<file path="src/rtl/mul_acc.sv">
// Multiply-accumulate stage: one 8x8 product per accepted pair, summed over a
// burst of N_TERMS pairs. Define MUL_ACC_SATURATE_EN to clamp the sum instead of wrapping.

module mul (
   input  logic [7:0]  a,
   input  logic [7:0]  b,
   output logic [15:0] p
);
   assign p = {8'd0, a} * {8'd0, b};
endmodule

module mul_acc #(
   parameter int N_TERMS = 4,
   parameter int ACC_W   = 20
) (
   input  logic             clk,
   input  logic             rst,
   input  logic             start,
   input  logic [7:0]       a,
   input  logic [7:0]       b,
   input  logic             in_valid,
   output logic             in_ready,
   output logic [ACC_W-1:0] sum,
   output logic             out_valid,
   input  logic             out_ready,
   output logic             busy
);
   // Handshake: a transfer happens on a rising edge where valid && ready; ready
   // never depends on valid, and valid/data hold until that edge.

   localparam int CNT_W = $clog2(N_TERMS + 1);
   localparam logic [CNT_W-1:0] LAST = CNT_W'(N_TERMS);

   typedef enum logic [1:0] {
      S_IDLE,
      S_ACC,
      S_DONE
   } state_t;

   state_t           state;
   state_t           state_nxt;
   logic [CNT_W-1:0] cnt;
   logic [15:0]      product;
   logic [15:0]      p_reg;
   logic             p_vld;
   logic             accept;
   logic             clear;
   logic [ACC_W-1:0] sum_nxt;

   mul u_mul (
      .a (a),
      .b (b),
      .p (product)
   );

   always_ff @(posedge clk or posedge rst) begin
      if (rst) begin
         state <= S_IDLE;
      end else begin
         state <= state_nxt;
      end
   end

   always_comb begin
      state_nxt = state;
      in_ready  = 1'b0;
      out_valid = 1'b0;
      busy      = 1'b1;
      clear     = 1'b0;
      case (state)
         S_IDLE: begin
            busy = 1'b0;
            if (start) begin
               clear     = 1'b1;
               state_nxt = S_ACC;
            end
         end
         S_ACC: begin
            in_ready = (cnt < LAST);
            // A pending product with all pairs counted is the final term.
            if (p_vld && (cnt == LAST)) begin
               state_nxt = S_DONE;
            end
         end
         S_DONE: begin
            out_valid = 1'b1;
            if (out_ready) begin
               state_nxt = S_IDLE;
            end
         end
         default: state_nxt = S_IDLE;
      endcase
   end

   assign accept = in_valid & in_ready;

`ifdef MUL_ACC_SATURATE_EN
   logic [ACC_W:0] sum_wide;

   always_comb begin
      sum_wide = {1'b0, sum} + (ACC_W+1)'(p_reg);
      sum_nxt  = sum_wide[ACC_W] ? '1 : sum_wide[ACC_W-1:0];
   end
`else
   assign sum_nxt = sum + ACC_W'(p_reg);
`endif

   // Product register and accumulator overlap so a pair per cycle is sustained.
   always_ff @(posedge clk or posedge rst) begin
      if (rst) begin
         cnt   <= '0;
         p_reg <= '0;
         p_vld <= 1'b0;
         sum   <= '0;
      end else if (clear) begin
         cnt   <= '0;
         p_vld <= 1'b0;
         sum   <= '0;
      end else begin
         if (accept) begin
            p_reg <= product;
            cnt   <= cnt + CNT_W'(1);
         end
         if (p_vld) begin
            sum <= sum_nxt;
         end
         p_vld <= accept;
      end
   end

endmodule
</file>
<file path="config.mk">
export PLATFORM = sky130hd
export DESIGN_NAME = mul_acc
export DESIGN_NICKNAME = d
export VERILOG_FILES = /design/src/rtl/mul_acc.sv
export SDC_FILE = /design/constraint.sdc
export NUM_CORES = 1
export LEC_CHECK = 0
export ABC_AREA = 1
export BUFFER_PORTS_ARGS = -buffer_cell sky130_fd_sc_hd__buf_2
export CAP_MARGIN = 40
export CORE_ASPECT_RATIO = 0.9
export CORE_UTILIZATION = 50
export CTS_BUF_LIST = sky130_fd_sc_hd__clkbuf_8
export DETAILED_ROUTE_END_ITERATION = 8
export PLACE_DENSITY = 0.72
export SLEW_MARGIN = 10
export SYNTH_ARGS = -nofsm -noshare
export SYNTH_HDL_FRONTEND = slang
export SYNTH_HIERARCHICAL = 1
export SYNTH_SLANG_ARGS = --single-unit
</file>
<file path="constraint.sdc">
create_clock -name clk -period 1.6 [get_ports clk]
set_input_delay 0.08 -clock clk [delete_from_list [all_inputs] [get_ports clk]]
set_output_delay 0.08 -clock clk [all_outputs]
set_load 0.02 [all_outputs]
</file>
==> summary.md, run 1 <==
| Metric | Value |
|---|---|
| Status | `complete, but fails checks` |
| Failing checks | `setup timing` |
| Pwr Total | `13,400 uW` |
| First-pass GRT wire length | `around 23 mm` |
| Slew @ Worst Pin | `0.549 ns` |
| Crit path arrival time | `~3.4 ns` |
| Pin count of the biggest net entering global routing | `43` |
| CTS Root Cell | `clkbuf_8` |
| PwrDens | `approximately 1800 nW/um2` |
| CP Capture Type | `register` |
| Yosys warns | `6` |
| Via count | `5,146` |
| DRT iter0 DRCs | `between 300 and 400` |
| Cells after Synth | `between 700 and 800` |
| WP buf/inv | `3` |
| Global Route Usage Sum | `27.4%` |
| Final Setup Violations | `29` |
| Tcrit/Tclk final | `198%` |
| CORE AREA | `between 10,000 and 15,000 um2` |
| Port Buffers | `43` |
| Crit Path Max Fanout | `5` |
| WHS | `about 0.11 ns` |
| Area Growth Syn to Fin | `39.8%` |
| Min Clock Period, post-route | `3.17 ns` |
| Worst-path cell chain | `buf_4 -> buf_4 -> nand2_1 -> inv_1 -> fa_1 -> fa_1 -> fa_1 -> ha_1 -> ha_1 -> nand2_1 -> nor2_1 -> nand3_2 -> nand4_1 -> nand2_1 -> nand2_1 -> nand2_1` |
| EDFF count, synth | `0` |
| Die W | `roughly 110 um` |
| Synthesis-stage register bit count | `between 40 and 50` |
| Worst reg2reg path startpoint | `p_reg[0]$_DFFE_PP0P_` |
| Synth Cell Area | `roughly 5200 um2` |
| Top Ports | `44` |
| Layout cells sized above 1 | `between 30% and 40%` |
| H-Tree Depth | `2` |
| FILL cells | `779` |
| Min-delay worst type | `input port to register` |
| Clk_lat worst skew | `around 0.30 ns` |
| Diode count | `0` |
| Max Fclk | `315 MHz` |
| R2R Setup Slk | `-0.30 ns` |
| Number of stages on the worst setup path | `16` |
| Ys flop type | `dfrtp_1` |
| Fin nets | `1,022` |
| CP startpoint | `b[5]` |
| Initial antenna violation count | `0` |
| Remaining Overflow, GRT | `0` |
| Unrepaired setup endpoints after global routing | `true` |
| Max-cap violations | `0` |
| Max reg flops | `20` |
| Std cell rows | `35` |
| Vias in the first global route | `between 5,000 and 6,000` |
| Synth cell types | `35` |
| Inserted Clock Buffers | `5` |
| Delay-heaviest family, CP | `adder cells` |
| Drt wl/cell | `about 14 um` |
| Clock tree from TritonCTS | `built` |
| Peak VDD IR | `0.00137 V` |
| Critical Path RT | `around 1.8 ns` |
| Fin Setup TNS | `-18.99 ns` |
| Clock-pin slew on the worst setup and hold paths | `0.08 ns` |
| Post-synthesis net count | `~900` |
| Fin. max-slew vios | `0` |
| CP peak stage delay | `between 0.5 and 0.6 ns` |
| GPL Wtd Cong | `0.936` |
| Clk buf depth | `2` |
| Crit-path most repeated cell | `nand2_1` |
| Mean area per synthesized cell | `roughly 6.7 um2` |
| Share of flip-flops with an asynchronous set or reset | `100%` |
| Antenna Nets Post-Route | `0` |
| Drt pass-1 iters | `5` |
| WS Path Type | `input port to register` |
| Setup WS post-layout | `-1.57 ns` |
| Die footprint | `between 10,000 and 15,000 um2` |
| Seq/Total Area, Yosys | `20.1%` |
| HPWL after detailed placement | `around 11 mm` |
| Initial core utilization | `between 50% and 60%` |
| LEAKAGE | `0.00429 uW` |
| Crit path max-delay cell type | `fa_1` |
| Setup WS pre-CTS | `-1.90 ns` |
| Reg2Reg Depth | `13` |
| DRT Wirelength | `~14 mm` |
| Clock Sinks | `42` |
| DRC Markers | `0` |
| Setup crit start kind | `input port` |
| Chip Height | `roughly 99 um` |
| Final hold violation count | `0` |
| Critical Path End | `p_reg[14]$_DFFE_PP0P_` |
| RR Endpoint | `sum[14]$_DFFE_PP0P_` |
| Clk_skew | `~0.0078 ns` |
| Routed vias/inst | `roughly 4.9` |
| Slew margin rel. | `between 60% and 70%` |
-- cells in the mapped netlist, drive strengths merged, types with 3 or more instances --
library cell	instances	area (um2)
a21oi	22	121
buf	6	38.8
clkbuf	16	60.1
dfrtp	42	1050
fa	37	741
ha	54	676
inv	180	676
nand2	307	1180
nand3	27	150
nand4	6	37.5
nor2	50	223
nor3	3	15.0
o21ai	12	67.6
xor2	7	61.3
-- report_power, final --
part	switching, uW	total [uW]	internal [uW]
Clock	401	1070	666
Combinational	5620	10300	4680
Sequential	504	2020	1510
Total	6530	13400	6860
-- cells in the final DEF, fill, tap and decap left out, types with 3 or more instances in the layout --
cell      instances
nor2_1           35
buf_2            31
nand3_1          13
clkbuf_8          6
nor2_2           11
inv_4             3
buf_4            79
o21ai_1           6
ha_1             27
a21oi_1          14
fa_2              4
ha_4             27
dfrtp_1          40
nand2_4          17
fa_1             33
a21oi_2           6
buf_6            25
nand4_1           6
nand3_2          11
nand2_2          47
inv_1           147
nand3_4           3
nand2_1         243
inv_2            30
o21ai_0           3
xor2_1            6
nor2_4            4
-- cells by family (layout without fill, tap and decap cells) --
| kind of cell | count (synthesis) | count (layout) | synth area share (%) |
|---|---|---|---|
| AND/OR/NAND/NOR | 397 | 397 | 31.3 |
| buffers and inverters | 202 | 330 | 14.8 |
| adder cells (fa/ha/maj) | 91 | 91 | 27.1 |
| AO/OA/AOI/OAI | 43 | 43 | 5.27 |
| flip-flops | 42 | 42 | 20.1 |
| XOR/XNOR | 8 | 8 | 1.34 |
-- worst reg2reg max path: stages, from the launching register on --
cell and delay, ns:
dfrtp_1 0.43, ha_4 0.19, inv_4 0.04, fa_2 0.38, inv_2 0.09, nand3_2 0.08, nand3_4 0.10, nand2_2 0.07
nand2_4 0.09, nand2_2 0.06, nand2_2 0.09, nand2_1 0.05, nand2_1 0.05, o21ai_1 0.06
-- layer usage --
| metal | share of wire, % | track usage (%) |
|---|---|---|
| met4 | 0.85 | 3.79 |
| met1 | 47 | 39.3 |
| met3 | 4.4 | 4.37 |
| met5 | 0 | 0 |
| met2 | 48 | 44.4 |
-- cell type report --
cell class | instances | area, um2 | share of cell area (%)
tap | 129 | 161 | 2.21
clock inverter | 2 | 60.1 | 0.823
inverter | 180 | 683 | 9.36
multi-input combinational | 539 | 4130 | 56.6
sequential | 42 | 1050 | 14.4
timing repair buffer | 142 | 1130 | 15.4
clock buffer | 6 | 82.6 | 1.13
-- how the worst min path moves through the flow --
stage / start / cells after the start / slack (ns) / to
after global placement: rst / 3 / 0.24 / p_vld$_DFF_PP0_
after floorplan: out_ready / 1 / 0.18 / state[1]$_DFFE_PP0P_
final: in_valid / 3 / 0.11 / p_vld$_DFF_PP0_
after CTS: start / 3 / 0.08 / state[0]$_DFFE_PP0P_
after global routing: in_valid / 3 / 0.10 / p_vld$_DFF_PP0_
after detailed placement: rst / 3 / 0.25 / sum[18]$_DFFE_PP0P_
-- repair_timing --
| item | in CTS | in global routing |
|---|---|---|
| hold buffers | 2 | 0 |
| setup buffers | 14 | 5 |
| endpoints found under the setup margin | 30 | 31 |
| pin swaps | 55 | 40 |
| endpoints found under the hold margin | 43 | 0 |
| cloned | 0 | 0 |
| resized for setup | 101 | 64 |
-- through the flow --
stage,instance area [um2],util [%],cells
5_1_grt,7300,71.5,1040
3_5_place_dp,6420,62.9,1013
3_3_place_gp,6420,62.9,1013
6_report,7300,71.5,1040
2_1_floorplan,5660,-,783
4_1_cts,7060,69.2,1037
Power figures use the tool's default switching activity.
==> inputs of run 2 (changes only) <==
CAP_MARGIN = default   (was 40)
RECOVER_POWER = 100   (was default)
SYNTH_HIERARCHICAL = default   (was 1)
==> summary.md, run 2 <==
| Metric | Value |
|---|---|
| Min Clock Period, post-route | `3.22 ns (+0.0505 ns)` |
| Global Route Usage Sum | `27.6% (+0.22 points)` |
| Chip Height | `97.8 um (-1.2%)` |
| DRC Markers | `0 (unchanged)` |
| Post-placement cell area | `6230 um2 (-3.0%)` |
| Via count | `5,374 (+4.4%)` |
| Ys flop type | `dfrtp_1` |
| Synth Cell Area | `5090 um2 (-2.4%)` |
| Synth cell types | `39 (+11%)` |
| Most frequent cell after synthesis | `nand2_1` |
| Most common cell after layout, fill and taps aside | `nand2_1` |
| Crit Path Max Fanout | `7 (+2)` |
| Post-synthesis net count | `861 (-3.8%)` |
| Clk_lat worst skew | `0.31 ns (about the same)` |
| Initial core utilization | `52.1% (+0.91 points)` |
| Std cell rows | `34 (-2.9%)` |
| PwrDens | `1990 nW/um2 (+8.3%)` |
| LEAKAGE | `0.00413 uW (-3.8%)` |
| Vias in the first global route | `5,199 (+1.6%)` |
| Ranking of synthesized cells by area | `dfrtp_1 (21%), nand2_1 (18%), fa_1 (15%), ha_1 (13%), inv_1 (12%)` |
| Worst reg2reg path startpoint | `p_reg[0]$_DFFE_PP0P_` |
| Pin count of the biggest net entering global routing | `28 (-35%)` |
| H-Tree Depth | `2 (unchanged)` |
| Max Fclk | `310 MHz (-1.6%)` |
| Critical Path RT | `1.80 ns (about the same)` |
| DRT Wirelength | `15.3 mm (+7.2%)` |
| Final Setup Violations | `30 (+3.4%)` |
| Top Ports | `44 (unchanged)` |
| First-pass GRT wire length | `23.2 mm (-1.1%)` |
| Area Growth Syn to Fin | `46.1%` |
| GPL Wtd Cong | `0.957 (+2.3%)` |
| Seq/Total Area, Yosys | `20.6% (+0.49 points)` |
| Failing checks | `setup timing` |
| Clk buf depth | `2 (unchanged)` |
| Setup crit start kind | `input port` |
| Initial antenna violation count | `0 (unchanged)` |
| CTS Root Cell | `clkbuf_8` |
| Synthesis-stage register bit count | `42 (unchanged)` |
| Clock tree from TritonCTS | `built` |
| Drt wl/cell | `15.3 um (+11%)` |
| FILL cells | `687 (-12%)` |
| Commonest non-fill, non-tap cells in the layout | `nand2_1 (178), inv_1 (140), buf_4 (83), nand2_2 (44), dfrtp_1 (41)` |
| RR Endpoint | `sum[16]$_DFFE_PP0P_` |
| Layout cells sized above 1 | `39.0% (+3.5 points)` |
| Fin. max-slew vios | `0 (unchanged)` |
| EDFF count, synth | `0 (unchanged)` |
| Antenna Nets Post-Route | `0 (unchanged)` |
| Drt pass-1 iters | `5 (unchanged)` |
| Remaining Overflow, GRT | `0 (unchanged)` |
| Fin nets | `990 (-3.1%)` |
| Final hold violation count | `0 (unchanged)` |
| WS Path Type | `input port to register` |
| Inserted Clock Buffers | `5 (unchanged)` |
| HPWL after detailed placement | `10.4 mm (-2.5%)` |
| Port Buffers | `43 (unchanged)` |
| Die footprint | `10,600 um2 (-2.4%)` |
| DRT iter0 DRCs | `358 (+13%)` |
| Clk_skew | `0.00987 ns (+0.00207 ns)` |
| Yosys warns | `0 (-6)` |
| CP Capture Type | `register` |
| Slew margin rel. | `54.6% (-8.8 points)` |
| Status | `complete, but fails checks` |
| Fin Setup TNS | `-20.86 ns (-1.87 ns)` |
| Reg2Reg Depth | `14 (+1)` |
| Critical Path End | `p_reg[12]$_DFFE_PP0P_` |
| R2R Setup Slk | `-0.46 ns (-0.16 ns)` |
| Slew @ Worst Pin | `0.681 ns (+0.131 ns)` |
| Design area | `7440 um2 (+2.0%)` |
| Clock Sinks | `42 (unchanged)` |
| Cells after Synth | `749 (-4.3%)` |
| Max reg flops | `20 (unchanged)` |
| CORE AREA | `9780 um2 (-4.1%)` |
| Peak VDD IR | `0.00173 V (+26%)` |
| Die W | `108 um (-1.2%)` |
| Routed vias/inst | `5.35 (+8.1%)` |
| Min-delay worst type | `input port to register` |
| CP startpoint | `b[4]` |
| Clock-pin slew on the worst setup and hold paths | `0.08 ns (about the same)` |
| Unrepaired setup endpoints after global routing | `true` |
| Post-synth top area cell | `dfrtp_1` |
| Share of flip-flops with an asynchronous set or reset | `100% (unchanged)` |
| Crit path arrival time | `3.42 ns (+0.05 ns)` |
| Tcrit/Tclk final | `201% (+3.2 points)` |
| Top-area cell type share of the netlist area | `20.6% (-0.66 points)` |
| Post-synth top cells | `nand2_1 (245), inv_1 (169), ha_1 (54)` |
| Max-cap violations | `0 (unchanged)` |
| Mean area per synthesized cell | `6.80 um2 (+2.0%)` |
| Setup WS post-layout | `-1.62 ns (-0.0505 ns)` |
| Diode count | `0 (unchanged)` |
==> run 2: cell types whose count changed after synthesis, sizes merged, moves of 2 or more <==
cell   previous run  this run
a31oi             0         5
nand3            27        31
inv             180       174
nand2           307       250
a21oi            22        24
o21ai            12        28
xor2              7         1
nor2             50        55
or2               2         4
==> run 2: how the worst min path moves through the flow <==
| stage | startpoint | end | slack, ns | cells after the start |
|---|---|---|---|---|
| 4_1_cts | in_valid | p_vld$_DFF_PP0_ | 0.04 | 3 |
| 3_3_place_gp | rst | sum[19]$_DFFE_PP0P_ | 0.11 | 2 |
| 2_1_floorplan | out_ready | state[1]$_DFFE_PP0P_ | 0.19 | 1 |
| 6_report | in_valid | p_vld$_DFF_PP0_ | 0.10 | 3 |
| 3_5_place_dp | rst | sum[19]$_DFFE_PP0P_ | 0.12 | 2 |
| 5_1_grt | in_valid | p_vld$_DFF_PP0_ | 0.11 | 3 |
==> run 2: cell families (layout without fill, tap and decap cells) <==
kind of cell	Yosys count	count (layout)	synth area share, %
AO/OA/AOI/OAI	67	67	7.59
XOR/XNOR	3	3	0.516
adder cells (fa/ha/maj)	91	91	27.8
buffers and inverters	195	325	14.8
flip-flops	42	42	20.6
AND/OR/NAND/NOR	351	351	28.7
==> run 2: routing by layer <==
metal | routed length (um) | share of wire, % | global-route usage, % | vias to the layer above
met4 | 525 | 3.4 | 6.76 | 0
met1 | 6350 | 41 | 37.3 | 2587
met3 | 963 | 6.3 | 4.94 | 57
met2 | 7500 | 49 | 45.7 | 213
met5 | 0 | 0 | 0 | -
li1 | - | - | - | 2517
==> run 2: final cells by class <==
type | instances | area [um2] | area share (%)
Tap cell | 126 | 158 | 2.12
Sequential cell | 42 | 1050 | 14.1
Timing Repair Buffer | 143 | 1150 | 15.4
Clock buffer | 5 | 68.8 | 0.925
Clock inverter | 3 | 40.0 | 0.538
Inverter | 174 | 663 | 8.91
Multi-Input combinational cell | 512 | 4310 | 57.9
==> run 2: repair_timing <==
item | CTS | global route
setup endpoints to repair | 27 | 29
hold buffers | 2 | 0
buffers inserted | 17 | 21
hold endpoints to repair | 16 | 0
pin swaps | 58 | 59
gates resized for setup | 133 | 122
==> run 2: report_power, final <==
group | internal (uW) | leakage [uW] | switching, uW
sequential | 1540 | 0.000523 | 543
clock | 460 | 0.0000579 | 404
combinational | 5170 | 0.00355 | 6670
total | 7160 | 0.00413 | 7620
==> run 2: through the flow <==
| stage | instances | utilization, % | hold slack [ns] | setup slack (ns) | power [uW] |
|---|---|---|---|---|---|
| detailed placement | 963 | 63.7 | 0.123 | -2.02 | 10500 |
| finish | 1005 | 76.1 | 0.101 | -1.62 | 14800 |
| floorplan | 749 | - | 0.185 | -1.72 | 7940 |
| CTS | 989 | 71.0 | 0.0434 | -1.57 | 12700 |
| global route | 1005 | 76.1 | 0.106 | -1.74 | 15800 |
| global placement | 963 | 63.7 | 0.105 | -1.90 | 10200 |
==> run 2: critical path: stages <==
cell and delay [ns]:
buf_12 0.12, nand2_4 0.06, inv_2 0.04, fa_1 0.54, inv_2 0.04, fa_1 0.49
fa_1 0.52, inv_1 0.05, fa_1 0.47, ha_4 0.32, nand2_4 0.07, nor2_4 0.09
nand2_1 0.07, nand2_2 0.11, nand3_2 0.11, nand2_1 0.08, nand2_1 0.06, nand3_2 0.06
nand2_2 0.05
==> inputs of run 3 (changes only) <==
CORE_MARGIN = 8   (was default)
SKIP_LAST_GASP = 1   (was default)
SYNTH_HIERARCHICAL = 1   (was default)
==> summary.md, run 3 (same netlist as run 1, synthesis figures left out) <==
| Metric | Value |
|---|---|
| Crit path arrival time | `3.31 ns (-0.11 ns)` |
| Die W | `124 um (+14%)` |
| Clock tree from TritonCTS | `built` |
| Delay-heaviest family, CP | `adder cells` |
| Final hold violation count | `0 (unchanged)` |
| Layout cells sized above 1 | `34.7% (-4.3 points)` |
| Remaining Overflow, GRT | `0 (unchanged)` |
| Setup WS post-layout | `-1.50 ns (+0.126 ns)` |
| Crit path max-delay cell type | `fa_1` |
| Crit Path Max Fanout | `4 (-3)` |
| First-pass GRT wire length | `23.9 mm (+3.0%)` |
| Tcrit/Tclk final | `194% (-7.9 points)` |
| Final instance count without filler cells | `1,046 (+4.1%)` |
| Fin. max-slew vios | `0 (unchanged)` |
| Drt pass-1 iters | `5 (unchanged)` |
| Peak VDD IR | `0.00140 V (-19%)` |
| Max Fclk | `323 MHz (+4.1%)` |
| Std cell rows | `35 (+2.9%)` |
| CTS Root Cell | `clkbuf_8` |
| Fin nets | `1,028 (+3.8%)` |
| Drt wl/cell | `14.1 um (-7.9%)` |
| Min Clock Period, post-route | `3.10 ns (-0.126 ns)` |
| H-Tree Depth | `2 (unchanged)` |
| Initial antenna violation count | `0 (unchanged)` |
| Clk_skew | `0.0110 ns (+0.00113 ns)` |
| Inserted Clock Buffers | `5 (unchanged)` |
| DRC Markers | `0 (unchanged)` |
| Routed vias/inst | `4.97 (-7.1%)` |
| Fin Setup TNS | `-18.74 ns (+2.12 ns)` |
| Setup WS pre-CTS | `-1.90 ns (+0.119 ns)` |
| Sink of the worst hold path | `state[0]$_DFFE_PP0P_` |
| WP buf/inv | `5 (+1)` |
| Critical Path RT | `1.82 ns (+0.02 ns)` |
| Most common cell after layout, fill and taps aside | `nand2_1` |
| Status | `complete, but fails checks` |
| Worst reg2reg path startpoint | `p_reg[0]$_DFFE_PP0P_` |
| Final Setup Violations | `29 (-3.3%)` |
| DRT iter0 DRCs | `379 (+5.9%)` |
| Via count | `5,196 (-3.3%)` |
| Antenna Nets Post-Route | `0 (unchanged)` |
| Die footprint | `14,000 um2 (+32%)` |
| Design area | `7360 um2 (-1.1%)` |
| RR Endpoint | `sum[12]$_DFFE_PP0P_` |
| PwrDens | `1820 nW/um2 (-8.4%)` |
| Clock Sinks | `42 (unchanged)` |
| Top Ports | `44 (unchanged)` |
| Worst Hold Launch | `start` |
| CORE AREA | `10,200 um2 (+4.3%)` |
| Max-cap violations | `0 (unchanged)` |
| Clock-pin slew on the worst setup and hold paths | `0.09 ns (about the same)` |
| Slew @ Worst Pin | `1.09 ns (+0.410 ns)` |
| Clk_lat worst skew | `0.31 ns (about the same)` |
| Chip Height | `113 um (+16%)` |
| Max reg flops | `20 (unchanged)` |
| Port Buffers | `43 (unchanged)` |
| Vias in the first global route | `5,195 (-0.077%)` |
| Global Route Usage Sum | `20.9% (-6.7 points)` |
| Crit-path most repeated cell | `nand2_1` |
| Post-placement cell area | `6460 um2 (+3.8%)` |
| Placed Cells | `1,017 (+5.6%)` |
| WS Path Type | `input port to register` |
| LEAKAGE | `0.00421 uW (+2.1%)` |
| Min-delay worst type | `input port to register` |
| GPL Wtd Cong | `0.922 (-3.7%)` |
| Failing checks | `setup timing` |
| Diode count | `0 (unchanged)` |
| Hold Crit Depth | `3 (unchanged)` |
| Pwr Total | `13,400 uW (-9.4%)` |
| Reg2Reg Depth | `13 (-1)` |
| R2R Setup Slk | `-0.26 ns (+0.20 ns)` |
| Setup crit start kind | `input port` |
| Area Growth Syn to Fin | `41.0%` |
| CP peak stage delay | `0.54 ns (about the same)` |
| Slew margin rel. | `27.3% (-27 points)` |
| Worst-path cell chain | `buf_2 -> nand2_2 -> fa_1 -> fa_1 -> inv_1 -> fa_1 -> inv_1 -> fa_1 -> inv_2 -> ha_4 -> nand2_2 -> inv_1 -> nand2_1 -> nand2_1 -> nand2_1 -> nand3_1 -> nand2_1 -> nand2_1 -> nand2_1 -> nand2_1` |
| Unrepaired setup endpoints after global routing | `true` |
| DRT Wirelength | `14.7 mm (-4.1%)` |
| Pin count of the biggest net entering global routing | `43 (+54%)` |
| HPWL after detailed placement | `11.1 mm (+6.7%)` |
| Clk buf depth | `2 (unchanged)` |
| Initial core utilization | `51.2% (-0.91 points)` |
| Commonest non-fill, non-tap cells in the layout | `nand2_1 (236), inv_1 (148), buf_4 (83), nand2_2 (53), dfrtp_1 (40)` |
| CP Capture Type | `register` |
## run 3: changes by cell type in the layout (fill, tap and decap cells not counted), moves of 3 or more
cell | before | now
a21oi_2 | 11 | 8
a31oi_1 | 4 | 0
buf_12 | 7 | 2
buf_6 | 19 | 26
inv_1 | 140 | 148
nand2_1 | 178 | 236
nand2_2 | 44 | 53
nand2_4 | 28 | 18
nand3_1 | 8 | 12
nand3_2 | 17 | 10
nor2_2 | 14 | 8
o21ai_1 | 14 | 7
o21ai_2 | 8 | 2
xor2_1 | 1 | 7
## run 3: layout make-up
cell class / count / area, um2
Multi-Input combinational cell: 539 / 4220
Fill cell: 790 / 2840
Timing Repair Buffer: 148 / 1150
Sequential cell: 42 / 1050
Inverter: 180 / 681
Tap cell: 129 / 161
Clock buffer: 5 / 68.8
Clock inverter: 3 / 21.3
## run 3: power breakdown
part           total [uW]  switching [uW]  internal (uW)
Combinational       10600            5760           4860
Clock                 728             420            307
Sequential           2030             522           1510
Total               13400            6700           6680
## run 3: metal layers
metal / track usage [%] / part of all wire, %
met5: 0 / 0
met3: 2.84 / 4.6
met1: 30.3 / 49
met4: 4.01 / 0.89
met2: 32.4 / 46
## run 3: worst max path at each step
stage | startpoint | end | slack (ns) | depth (start not counted)
final | a[0] | p_reg[12]$_DFFE_PP0P_ | -1.50 | 20
after global routing | b[2] | p_reg[15]$_DFFE_PP0P_ | -1.65 | 22
after CTS | b[2] | p_reg[12]$_DFFE_PP0P_ | -1.46 | 22
after detailed placement | a[3] | p_reg[15]$_DFFE_PP0P_ | -1.90 | 18
after global placement | a[2] | p_reg[15]$_DFFE_PP0P_ | -1.86 | 19
after floorplan | b[2] | p_reg[15]$_DFFE_PP0P_ | -1.72 | 21
## run 3: stage by stage
step           hold slack, ns  util, %
3_3_place_gp            0.152     63.4
6_report               0.0744     72.2
2_1_floorplan           0.184        -
5_1_grt                 0.112     72.2
4_1_cts                0.0658     68.8
3_5_place_dp            0.161     63.4
## run 3: worst min-delay path, stage by stage
cell     delay, ns
buf_2         0.09
nand2_2       0.09
nand2_1       0.09
## run 3: repair_timing
| item | CTS | global route |
|---|---|---|
| gates resized for setup | 100 | 88 |
| pin swaps | 75 | 77 |
| buffers inserted | 9 | 15 |
| endpoints found under the setup margin | 29 | 31 |
| endpoints found under the hold margin | 43 | 0 |
| hold buffers | 2 | 0 |
